**src/rtl/median_filter_pkg.sv**
```systemverilog
// Shared definitions for the median filter: controller states and the
// fixed schedule constants of the sort network.
package median_filter_pkg;

  // Controller phases, in the order a window travels through them.
  typedef enum logic [2:0] {
    IDLE    = 3'd0,
    LOAD    = 3'd1,
    COMPARE = 3'd2,
    BYPASS  = 3'd3,
    FINAL   = 3'd4,
    DONE    = 3'd5
  } state_t;

  // Pixels per 3x3 window.
  localparam int NB_PIXEL = 9;
  // Number of maximum-extraction passes before the final compare.
  localparam int NB_PASS = 4;
  // Compare cycles in the final phase (the 5 remaining candidates).
  localparam int FINAL_CMP = 4;

endpackage

```
**src/rtl/median_filter_med.sv**
```systemverilog
// MED datapath: a chain of NB_PIXEL pixel registers with one compare/swap
// element between the last two stages. The last register is the "carry"
// that collects the maximum while the other stages rotate past it.
//
// Mode select {BYP, DSI}:
//   11 : shift DI into stage 0, the whole chain moves by one
//   10 : rotate the full ring (last stage feeds stage 0)
//   00 : compare: last stage keeps max(last, last-1), the min re-enters
//        stage 0, stages 1..N-2 shift by one
//   01 : hold
// Pixel registers are intentionally not reset.
module median_filter_med #(
  parameter int SIZE     = 8,
  parameter int NB_PIXEL = 9
) (
  input  logic            CLK,
  input  logic [SIZE-1:0] DI,
  input  logic            DSI,
  input  logic            BYP,
  output logic [SIZE-1:0] DO
);

  logic [SIZE-1:0] r [NB_PIXEL];
  logic [SIZE-1:0] hi;
  logic [SIZE-1:0] lo;

  // Compare/swap element on the two last stages.
  always_comb begin
    hi = r[NB_PIXEL-1];
    lo = r[NB_PIXEL-2];
    if (r[NB_PIXEL-2] > r[NB_PIXEL-1]) begin
      hi = r[NB_PIXEL-2];
      lo = r[NB_PIXEL-1];
    end
  end

  // Pixel chain update according to the selected mode.
  always_ff @(posedge CLK) begin
    case ({BYP, DSI})
      2'b11: begin
        r[0] <= DI;
        for (int i = 1; i < NB_PIXEL; i++) r[i] <= r[i-1];
      end
      2'b10: begin
        r[0] <= r[NB_PIXEL-1];
        for (int i = 1; i < NB_PIXEL; i++) r[i] <= r[i-1];
      end
      2'b00: begin
        r[0]          <= lo;
        r[NB_PIXEL-1] <= hi;
        for (int i = 1; i < NB_PIXEL - 1; i++) r[i] <= r[i-1];
      end
      default: begin
        for (int i = 0; i < NB_PIXEL; i++) r[i] <= r[i];
      end
    endcase
  end

  assign DO = r[NB_PIXEL-1];

endmodule

```
**src/rtl/median_filter.sv**
```systemverilog
// 3x3 median filter: controller FSM sequencing one MED datapath.
//
// Strobe protocol (no back-pressure): DSI is held high for exactly
// NB_PIXEL consecutive cycles to deliver one window, one pixel per cycle.
// A window may only start while the controller is IDLE; DSI is ignored
// while a window is being sorted. DSO is a single-cycle registered pulse
// and DO is valid only during that cycle.
//
// Schedule after the 9th pixel: pass p (0..3) compares 8-p cycles to pull
// the current maximum into the carry stage, then rotates p+1 cycles so the
// extracted maxima pile up at the head of the chain, out of reach of the
// next pass. After four maxima are removed, FINAL takes the maximum of the
// five survivors, which is the median. Total 40 cycles.
module median_filter #(
  parameter int SIZE     = 8,
  parameter int NB_PIXEL = 9
) (
  input  logic                      CLK,
  input  logic                      nRST,
  input  logic [SIZE-1:0]           DI,
  input  logic                      DSI,
  output logic [SIZE-1:0]           DO,
  output logic                      DSO,
  output median_filter_pkg::state_t dbg_state
);

  import median_filter_pkg::*;

  state_t     state;
  state_t     state_n;
  logic [3:0] cnt;
  logic [3:0] cnt_n;
  logic [2:0] pass;
  logic [2:0] pass_n;
  logic [3:0] cmp_last;
  logic       dso_n;
  logic       med_dsi;
  logic       med_byp;

  // Last compare cycle index of the current pass: 8-p cycles -> 7-p.
  assign cmp_last = 4'(NB_PIXEL - 2) - {1'b0, pass};

  // State, counters and output strobe registers.
  always_ff @(posedge CLK or negedge nRST) begin
    if (!nRST) begin
      state <= IDLE;
      cnt   <= '0;
      pass  <= '0;
      DSO   <= 1'b0;
    end else begin
      state <= state_n;
      cnt   <= cnt_n;
      pass  <= pass_n;
      DSO   <= dso_n;
    end
  end

  // Next-state, counter updates and MED mode controls.
  always_comb begin
    state_n = state;
    cnt_n   = cnt;
    pass_n  = pass;
    med_dsi = 1'b0;
    med_byp = 1'b0;
    case (state)
      IDLE: begin
        med_byp = 1'b1;
        med_dsi = DSI;
        if (DSI) begin
          state_n = LOAD;
          cnt_n   = 4'd1;
        end
      end
      LOAD: begin
        med_byp = 1'b1;
        med_dsi = 1'b1;
        if (DSI) begin
          if (cnt == 4'(NB_PIXEL - 1)) begin
            state_n = COMPARE;
            cnt_n   = '0;
            pass_n  = '0;
          end else begin
            cnt_n = cnt + 4'd1;
          end
        end else begin
          // Short window: drop it.
          state_n = IDLE;
          cnt_n   = '0;
        end
      end
      COMPARE: begin
        if (cnt == cmp_last) begin
          state_n = BYPASS;
          cnt_n   = '0;
        end else begin
          cnt_n = cnt + 4'd1;
        end
      end
      BYPASS: begin
        med_byp = 1'b1;
        if (cnt == {1'b0, pass}) begin
          cnt_n = '0;
          if (pass == 3'(NB_PASS - 1)) begin
            state_n = FINAL;
            pass_n  = '0;
          end else begin
            state_n = COMPARE;
            pass_n  = pass + 3'd1;
          end
        end else begin
          cnt_n = cnt + 4'd1;
        end
      end
      FINAL: begin
        if (cnt == 4'(FINAL_CMP - 1)) begin
          state_n = DONE;
          cnt_n   = '0;
        end else begin
          cnt_n = cnt + 4'd1;
        end
      end
      DONE: begin
        state_n = IDLE;
        cnt_n   = '0;
      end
      default: begin
        state_n = IDLE;
        cnt_n   = '0;
        pass_n  = '0;
      end
    endcase
    dso_n = (state_n == DONE);
  end

  median_filter_med #(
    .SIZE     (SIZE),
    .NB_PIXEL (NB_PIXEL)
  ) u_med (
    .CLK (CLK),
    .DI  (DI),
    .DSI (med_dsi),
    .BYP (med_byp),
    .DO  (DO)
  );

  assign dbg_state = state;

endmodule
```
**config.mk**
```make
export PLATFORM = sky130hd
export DESIGN_NAME = median_filter
export DESIGN_NICKNAME = d
export VERILOG_FILES = /design/src/rtl/median_filter_pkg.sv /design/src/rtl/median_filter_med.sv /design/src/rtl/median_filter.sv
export SDC_FILE = /design/constraint.sdc
export NUM_CORES = 1
export LEC_CHECK = 0
export CORE_MARGIN = 2
export CORE_UTILIZATION = 41
export CTS_BUF_LIST = sky130_fd_sc_hd__clkbuf_4 sky130_fd_sc_hd__clkbuf_8 sky130_fd_sc_hd__clkbuf_16
export CTS_CLUSTER_DIAMETER = 150
export CTS_CLUSTER_SIZE = 30
export DETAILED_ROUTE_END_ITERATION = 16
export GPL_TIMING_DRIVEN = 0
export PLACE_DENSITY = 0.58
export SLEW_MARGIN = 20
export SYNTH_ARGS = -nofsm -noshare
export SYNTH_HDL_FRONTEND = slang
export SYNTH_SLANG_ARGS = --single-unit
export TNS_END_PERCENT = 5
```
**constraint.sdc**
```tcl
create_clock -name CLK -period 4.35 [get_ports CLK]
set_clock_uncertainty 0.05 [all_clocks]
set_input_delay 0.87 -clock CLK [delete_from_list [all_inputs] [get_ports CLK]]
set_output_delay 0.87 -clock CLK [all_outputs]
set_load 0.01 [all_outputs]
```
# Yosys cells after proc, flatten, opt, wreduce, memory -nomap -nowiden

Memories as Yosys holds them, arrays and structs flattened.
Cells that the tools add are included.

Output and inout port bits: 12
Logic and storage cells: 118
Bits in writable memories: 72
Bits of input ports: 11
Memories: 1
Flip-flop bits (word level): 11

Magnitude comparators: 1
Bitwise logic cells: 28
Equal/unequal tests: 17
Muxes and demuxes: 58
Add/sub/neg operators: 3
Reduce and logical (&&, ||, !) cells: 6

Memory list:

| memory  | depth | bits a word | read ports | clocked after memory_dff | wr ports | RTL line                | text |
|---|---|---|---|---|---|---|---|
| u_med.r | 9     | 8           | 9          | 0                        | 9        | median_filter_med.sv:23 | `logic [SIZE-1:0] r [NB_PIXEL];` |

Operators by type and width:

| kind                  | number |
|---|---|
| $mux W8               | 29 |
| $mux W3               | 11 |
| $or A1 B1 Y1          | 27 |
| $mux W4               | 6 |
| $pmux W4 S5           | 1 |
| $pmux W3 S5           | 1 |
| $eq A3 B2 Y1 const B  | 3 |
| $eq A3 B3 Y1 const B  | 3 |
| $pmux W3 S3           | 1 |
| $gt A8 B8 Y1          | 1 |
| $mux W1               | 8 |
| $ne A2 B2 Y1 const B  | 4 |
| $reduce_or A3 Y1      | 2 |
| $add A4 B1 Y4 const B | 1 |
| $eq A2 B2 Y1 const B  | 2 |
| $eq A4 B2 Y1 const B  | 1 |
| $eq A4 B3 Y1          | 1 |
| $eq A4 B4 Y1          | 1 |
| $eq A4 B4 Y1 const B  | 1 |
| $reduce_and A4 Y1     | 1 |
| $reduce_or A4 Y1      | 1 |
| $sub A3 B3 Y4 const A | 1 |
| $add A3 B1 Y3 const B | 1 |
| $eq A3 B1 Y1 const B  | 1 |
| 4 further kinds       | 4 |

# Logic depth before layout (Yosys ltp)

Gate-level depths: netlist of the first run.

Word-level depth: 9
Gate-level depth with buffers: 7
Mapped depth without buffers: 7

# Cells and area by module

A second synthesis of the first run with hierarchy kept.

Cell total of the unflattened synthesis: 234
Area, all modules: 3,460.8 um^2

By module, submodules not included:

| module            | sequential area each (um^2) | cells each | area each (um^2) | times used |
|---|---|---|---|---|
| median_filter_med | 2,162.1                     | 156        | 2,756.4          | 1 |
| median_filter     | 275.3                       | 78         | 704.4            | 1 |

# Worst setup path before layout of the first run

OpenSTA, ideal clock, no wires.

Path kind: register -> register
Start point: memory u_med.r[8][7]
End point: memory u_med.r[8][0] (enable)
Path buffers: 0
Required time: 4.002 ns
Arrival time: 1.823 ns
Cell stages (with the launch flop): 7
Library setup time: 0.298 ns
Slack: 2.179 ns
Period minus slack after synthesis: 2.171 ns
Path through: edfxtp_1 inv_1 ha_1 nand4_1 or2_1 a211oi_2 inv_1

RTL lines:

| item        | RTL line |
|---|---|
| from (decl) | median_filter_med.sv:23 |

==> metrics.md, run 1 <==
| Metric | Value |
|---|---|
| Status | finished clean |
| CP Class | flop to flop |
| CP Cell Sequence | ha_1, nand4_1, or2_1, a211oi_2, inv_1 |
| CTS Hold Bufs | 0 |
| Critical path peak fanout | 9 |
| Crit. End Element | flop |
| Leading area contributor after synthesis | edfxtp_1 |
| Clock sinks | 83 |
| DRC viols | 0 |
| Average wire per standard cell | 13.2 um |
| Pleak | 1.62 nW |
| CTS H-tree depth | 3 |
| Distinct cells, synth | 45 |
| Setup violators final | 0 |
| NumNets Final | 331 |
| Full die area | 0.00883 mm2 |
| Die X | 94.0 um |
| Final worst path period share | 0.605 |
| Core area | 0.00777 mm2 |
| Inserted Diodes | 0 |
| Slew @ Worst Pin | 676 ps |
| YS warnings | 0 |
| Synthesized area | 0.00332 mm2 |
| Setup Fix Bufs, Post-CTS | 0 |
| Async set-reset flop share out of synthesis | 0.133 |
| Reg clk slew, reported paths | 80 ps |
| Post-synth EDFFs | 72 |
| Hold Vio Cnt, Final | 0 |
| Via Count | 1855 |
| Maximum clock frequency | 0.380 GHz |
| Pwr Total | 1.62 mW |
| Hold WC Path Type | flop to flop |
| Post-route antenna net violation count | 0 |
| Layout cells sized above 1 | 0.0764 |
| Most area-consuming cells after synthesis | edfxtp_1 (65%), dfrtp_1 (8.3%), ha_1 (4.1%), a221o_1 (2.4%), inv_1 (1.7%) |
| Peak VDD IR | 0.000203 V |
| Yosys top cell area share | 0.651 |
| Final critical-path required period | 2630 ps |
| Starting density of the core | 0.427 |
| Flip-flop and latch count after synthesis | 83 |
| Synthesized area per cell | 15.6 um2 |
| Top cells by count, synth | edfxtp_1 (72), inv_1 (15), dfrtp_1 (11), ha_1 (11), nand2_1 (11) |
| Clk root buf | clkbuf_8 |
| 1st-iter DRT viols | 79 |
| Synth Flop Type | edfxtp_1 |
| IO Port Bufs | 22 |
| Clock tree from TritonCTS | yes |
| Max Slew Vio Count | 0 |
| Final wirelength | 5490 um |
| Unrepaired setup endpoints after global routing | false |
| Post-Synthesis Cells | 213 |
| Area grow syn2layout | 23.5% |
| GRT Util Overall | 0.139 |
| Vias per std cell | 4.46 |
| Max-cap violations | 0 |
| CTS Buf Count | 9 |
| Critical Path Source Type | flop |
| Post-cts resize count | 0 |
| WP data arrival | 2590 ps |
| Slowest stage cell, crit path | a211oi_2 |
| Seq/Total Area, Yosys | 0.734 |
| Max incr delay on CP | 620 ps |
| GRT overflow | 0 |
| Global placer's final weighted congestion | 0.801 |
| I/O Pins | 23 |
| Data required time of the worst path | 4310 ps |
| Antenna violations before repair | 0 |
| Clock tree buffer depth | 2 |
| Number of global-route vias before repair | 1913 |
| Most instantiated library cell after synthesis | edfxtp_1 |
| Setup TNS | 0 ps |
| Pwr Density | 395 mW/mm2 |
| Rel. slew slack | 0.548 |
| Clock insertion delay at the later pin of the skew report | 340 ps |
| Die height | 94.0 um |
| Largest net degree at the start of global routing | 15 |
| Rows | 32 |
| First-pass GRT wire length | 9050 um |
| Detailed placement HPWL | 3930 um |
| Pre-antenna DRT Iters | 4 |
## cell type report
type	count	area (um2)
Fill cell	707	3670
Timing Repair Buffer	22	220
Multi-Input combinational cell	165	995
Buffer	13	67.6
Clock buffer	10	131
Inverter	15	56.3
Tap cell	102	128
Sequential cell	83	2440
Clock inverter	6	65.1
## state kept, by name, indices dropped and copies added (netlist names)
name / flops
DSO: 1
cnt: 4
dbg_state: 3
pass: 3
u_med.r: 72
## path summary, 6_finish.rpt
kind / start / to / slack (ps) / cells after the start
min in group asynchronous: nRST / cnt[2] / 820 / 1
max in group asynchronous: nRST / dbg_state[0] / 3060 / 1
max reg2reg: u_med.r[7][7] / u_med.r[8][6] / 1720 / 5
min reg2reg: u_med.r[1][3] / u_med.r[2][3] / 370 / 0
max: u_med.r[7][7] / u_med.r[8][6] / 1720 / 5
min: u_med.r[1][3] / u_med.r[2][3] / 370 / 0
## cells in the final DEF, fill, tap and decap left out, types with 2 or more instances in the layout
cell type	synthesis	routed
nor4_1	2	2
nor2b_1	3	3
nor2_1	6	6
nand2_1	11	11
buf_6	2	2
a21oi_1	7	7
dfrtp_1	11	11
nand4_1	3	3
xor2_1	3	3
o21ai_0	5	5
clkbuf_8	0	9
a31oi_1	8	8
mux2i_1	4	4
nand3_1	3	3
nand2b_1	2	2
ha_1	11	11
buf_2	3	3
conb_1	1	64
a22o_1	2	2
inv_1	15	15
edfxtp_1	72	72
clkdlybuf4s50_1	0	22
clkbuf_1	8	8
clkinvlp_4	0	3
a221o_1	8	8
## where the power goes
part           total [mW]  switching, mW  internal, mW
registers           0.951         0.0268         0.925
clock network       0.541          0.269         0.272
logic               0.125         0.0694        0.0560
total                1.62          0.366          1.25
## kinds of logic after synthesis
| logic type | share of synthesized area |
|---|---|
| buffers and inverters | 0.0373 |
| XOR/XNOR | 0.00792 |
| other | 0.00113 |
| adder cells (fa/ha/maj) | 0.0415 |
| multiplexers | 0.0121 |
| AND/OR/NAND/NOR | 0.0697 |
| flip-flops | 0.734 |
| AO/OA/AOI/OAI | 0.0961 |
## metal layers
metal	share of wire	GRT usage
met1	0.48	0.178
met2	0.47	0.221
met3	0.044	0.0457
met4	0.0098	0.0507
met5	0	0
## per-stage QoR
step | instance area (um2) | hold slack (ps) | setup WS, ps | util | cells
floorplan | 3560 | 350 | 2180 | - | 276
global placement | 3900 | 354 | 1430 | 0.503 | 400
detailed placement | 3900 | 355 | 1460 | 0.503 | 400
CTS | 4100 | 366 | 1680 | 0.528 | 416
global route | 4100 | 372 | 1520 | 0.528 | 416
finish | 4100 | 368 | 1720 | 0.528 | 416
## critical path, delay by kind of cell (launching register included)
| kind | cells | cell delay (ps) |
|---|---|---|
| buffers and inverters | 1 | 380 |
| AOI/OAI and AO/OA | 1 | 620 |
| and+or+nand+nor | 2 | 460 |
| adders and majority gates | 1 | 350 |
| DFF | 1 | 450 |
(Power assumes the default switching activity.)
==> run 2, diff against run 1 <==
--- a/config.mk
+++ b/config.mk
@@ -12,7 +12,7 @@
 export CTS_CLUSTER_SIZE = 30
 export DETAILED_ROUTE_END_ITERATION = 16
 export GPL_TIMING_DRIVEN = 0
-export PLACE_DENSITY = 0.58
+export PLACE_DENSITY = 0.6
 export SLEW_MARGIN = 20
 export SYNTH_ARGS = -nofsm -noshare
 export SYNTH_HDL_FRONTEND = slang
==> constraint.sdc (replaced) <==
create_clock -name CLK -period 2.3 [get_ports CLK]
set_clock_uncertainty 0.05 [all_clocks]
set_input_delay 0.46 -clock CLK [delete_from_list [all_inputs] [get_ports CLK]]
set_output_delay 0.46 -clock CLK [all_outputs]
set_load 0.01 [all_outputs]
==> run 2 against run 1 <==
Via count is 3.0% higher. Clock power rose by 130%. Final cell count up 0.24%. Combinational power grew 97%. Fmax up 15%. Core utilization is 1.2 points higher. Global-route usage is 0.099 points lower. Cell area rose by 2.3%. Sequential share of layout area fell by 1.3 points.
==> metrics.md, run 2 (synthesis gave the netlist of run 1 again) <==
| Metric | Value |
|---|---|
| Pwr Density | 780 mW/mm2 |
| Via Count | 1911 |
| Pre-antenna DRT Iters | 5 |
| CTS H-tree depth | 3 |
| GRT overflow | 0 |
| Rel. slew slack | 0.621 |
| Die X | 94.0 um |
| Pleak | 1.67 nW |
| Unrepaired setup endpoints after global routing | true |
| Critical path peak fanout | 8 |
| Hold slack final | 369 ps |
| Detailed placement HPWL | 3870 um |
| Largest net degree at the start of global routing | 15 |
| DRC viols | 0 |
| R2r endpoint | u_med.r[0][5] |
| Maximum clock frequency | 0.439 GHz |
| Post-route antenna net violation count | 0 |
| Max-cap violations | 0 |
| Final worst path period share | 0.991 |
| Die height | 94.0 um |
| Status | finished clean |
| R2r startpoint | u_med.r[7][7] |
| Slew @ Worst Pin | 563 ps |
| Antenna violations before repair | 0 |
| Fill cell count | 681 |
| Reg clk slew, reported paths | 80 ps |
| Clock tree buffer depth | 2 |
| PnR worst setup slack | 20.2 ps |
| Worst slack at placement | -332 ps |
| NumNets Final | 332 |
| Setup TNS | 0 ps |
| Number of global-route vias before repair | 1905 |
| Crit. End Element | flop |
| Clock sinks | 83 |
| Core area | 0.00777 mm2 |
| CP Class | flop to flop |
| Peak VDD IR | 0.000329 V |
| Inserted Diodes | 0 |
| Setup violators final | 0 |
| CP Launch Point | u_med.r[7][7] |
| Area grow syn2layout | 26.3% |
| Final wirelength | 5520 um |
| Full die area | 0.00883 mm2 |
| 1st-iter DRT viols | 92 |
| Biggest register | u_med.r |
| I/O Pins | 23 |
| Clk root buf | clkbuf_8 |
| Starting density of the core | 0.427 |
| Most common cell after layout, fill and taps aside | edfxtp_1 |
| Data required time of the worst path | 2350 ps |
| First-pass GRT wire length | 8980 um |
| WP data arrival | 2330 ps |
| Pwr Total | 3.27 mW |
| Hold WC Path Type | flop to flop |
| CTS Buf Count | 9 |
| Reg2Reg Depth | 6 |
| Global placer's final weighted congestion | 0.798 |
| Vias per std cell | 4.58 |
| Setup crit end | u_med.r[0][5] |
| Hold Vio Cnt, Final | 0 |
| Clock insertion delay at the later pin of the skew report | 350 ps |
| IO Port Bufs | 22 |
| Average wire per standard cell | 13.2 um |
| Clock tree from TritonCTS | yes |
| Largest regs | u_med.r x72, cnt x4 |
| Layout cells sized above 1 | 0.0921 |
| Rows | 32 |
| Critical Path Source Type | flop |
| GRT Util Overall | 0.138 |
| Reg2reg setup slack | 20 ps |
| Most frequent cells in the layout | edfxtp_1 (72), conb_1 (64), clkdlybuf4s50_1 (22) |
| Final critical-path required period | 2280 ps |
| Max Slew Vio Count | 0 |
| Max FFs per register | 72 |
## run 2: final cells by class
type / instances / area (um2) / area share
Timing Repair Buffer: 23 / 240 / 0.0573
Sequential cell: 83 / 2440 / 0.581
Inverter: 15 / 58.8 / 0.0140
Clock buffer: 9 / 124 / 0.0295
Multi-Input combinational cell: 165 / 1020 / 0.244
Clock inverter: 7 / 116 / 0.0277
Tap cell: 102 / 128 / 0.0304
Buffer: 13 / 67.6 / 0.0161
## run 2: where the power goes
group	switching, mW	internal (mW)
Clock	0.507	0.719
Sequential	0.0503	1.75
Combinational	0.138	0.108
## run 2: layer usage
| metal | track usage | part of all wire | up-vias |
|---|---|---|---|
| met5 | 0 | 0 | - |
| met4 | 0.0628 | 0.021 | 0 |
| met1 | 0.173 | 0.46 | 919 |
| met2 | 0.214 | 0.48 | 35 |
| met3 | 0.0506 | 0.041 | 14 |
| li1 | - | - | 943 |
## run 2: worst max-delay path: stages (launching register included)
cell	delay, ps
edfxtp_1	450
ha_1	350
nand4_1	210
nor2_2	210
a2111o_1	300
a31oi_1	130
a221o_1	320
## run 2: worst min path at each step
stage                     cells after the start            end  slack, ps           from
after detailed placement                      0  u_med.r[6][2]        360  u_med.r[5][2]
after CTS                                     0  u_med.r[2][6]        370  u_med.r[1][6]
after global routing                          0  u_med.r[4][3]        380  u_med.r[3][3]
after floorplan                               0            DSO        110           nRST
after global placement                        0  u_med.r[2][4]        350  u_med.r[1][4]
final                                         0  u_med.r[2][6]        370  u_med.r[1][6]
## run 2: through the flow
stage,instance area [um2],std cells,util
finish,4190,417,0.540
CTS,4160,416,0.535
floorplan,3560,276,-
global route,4190,417,0.540
global placement,3900,400,0.503
detailed placement,3900,400,0.503
## run 2: timing repair
item                                    in CTS  in global routing
endpoints found under the setup margin      16                 16
pin swaps                                    1                  1
hold buffers                                 0                  0
resized for setup                            4                  4
setup buffers                                0                  1
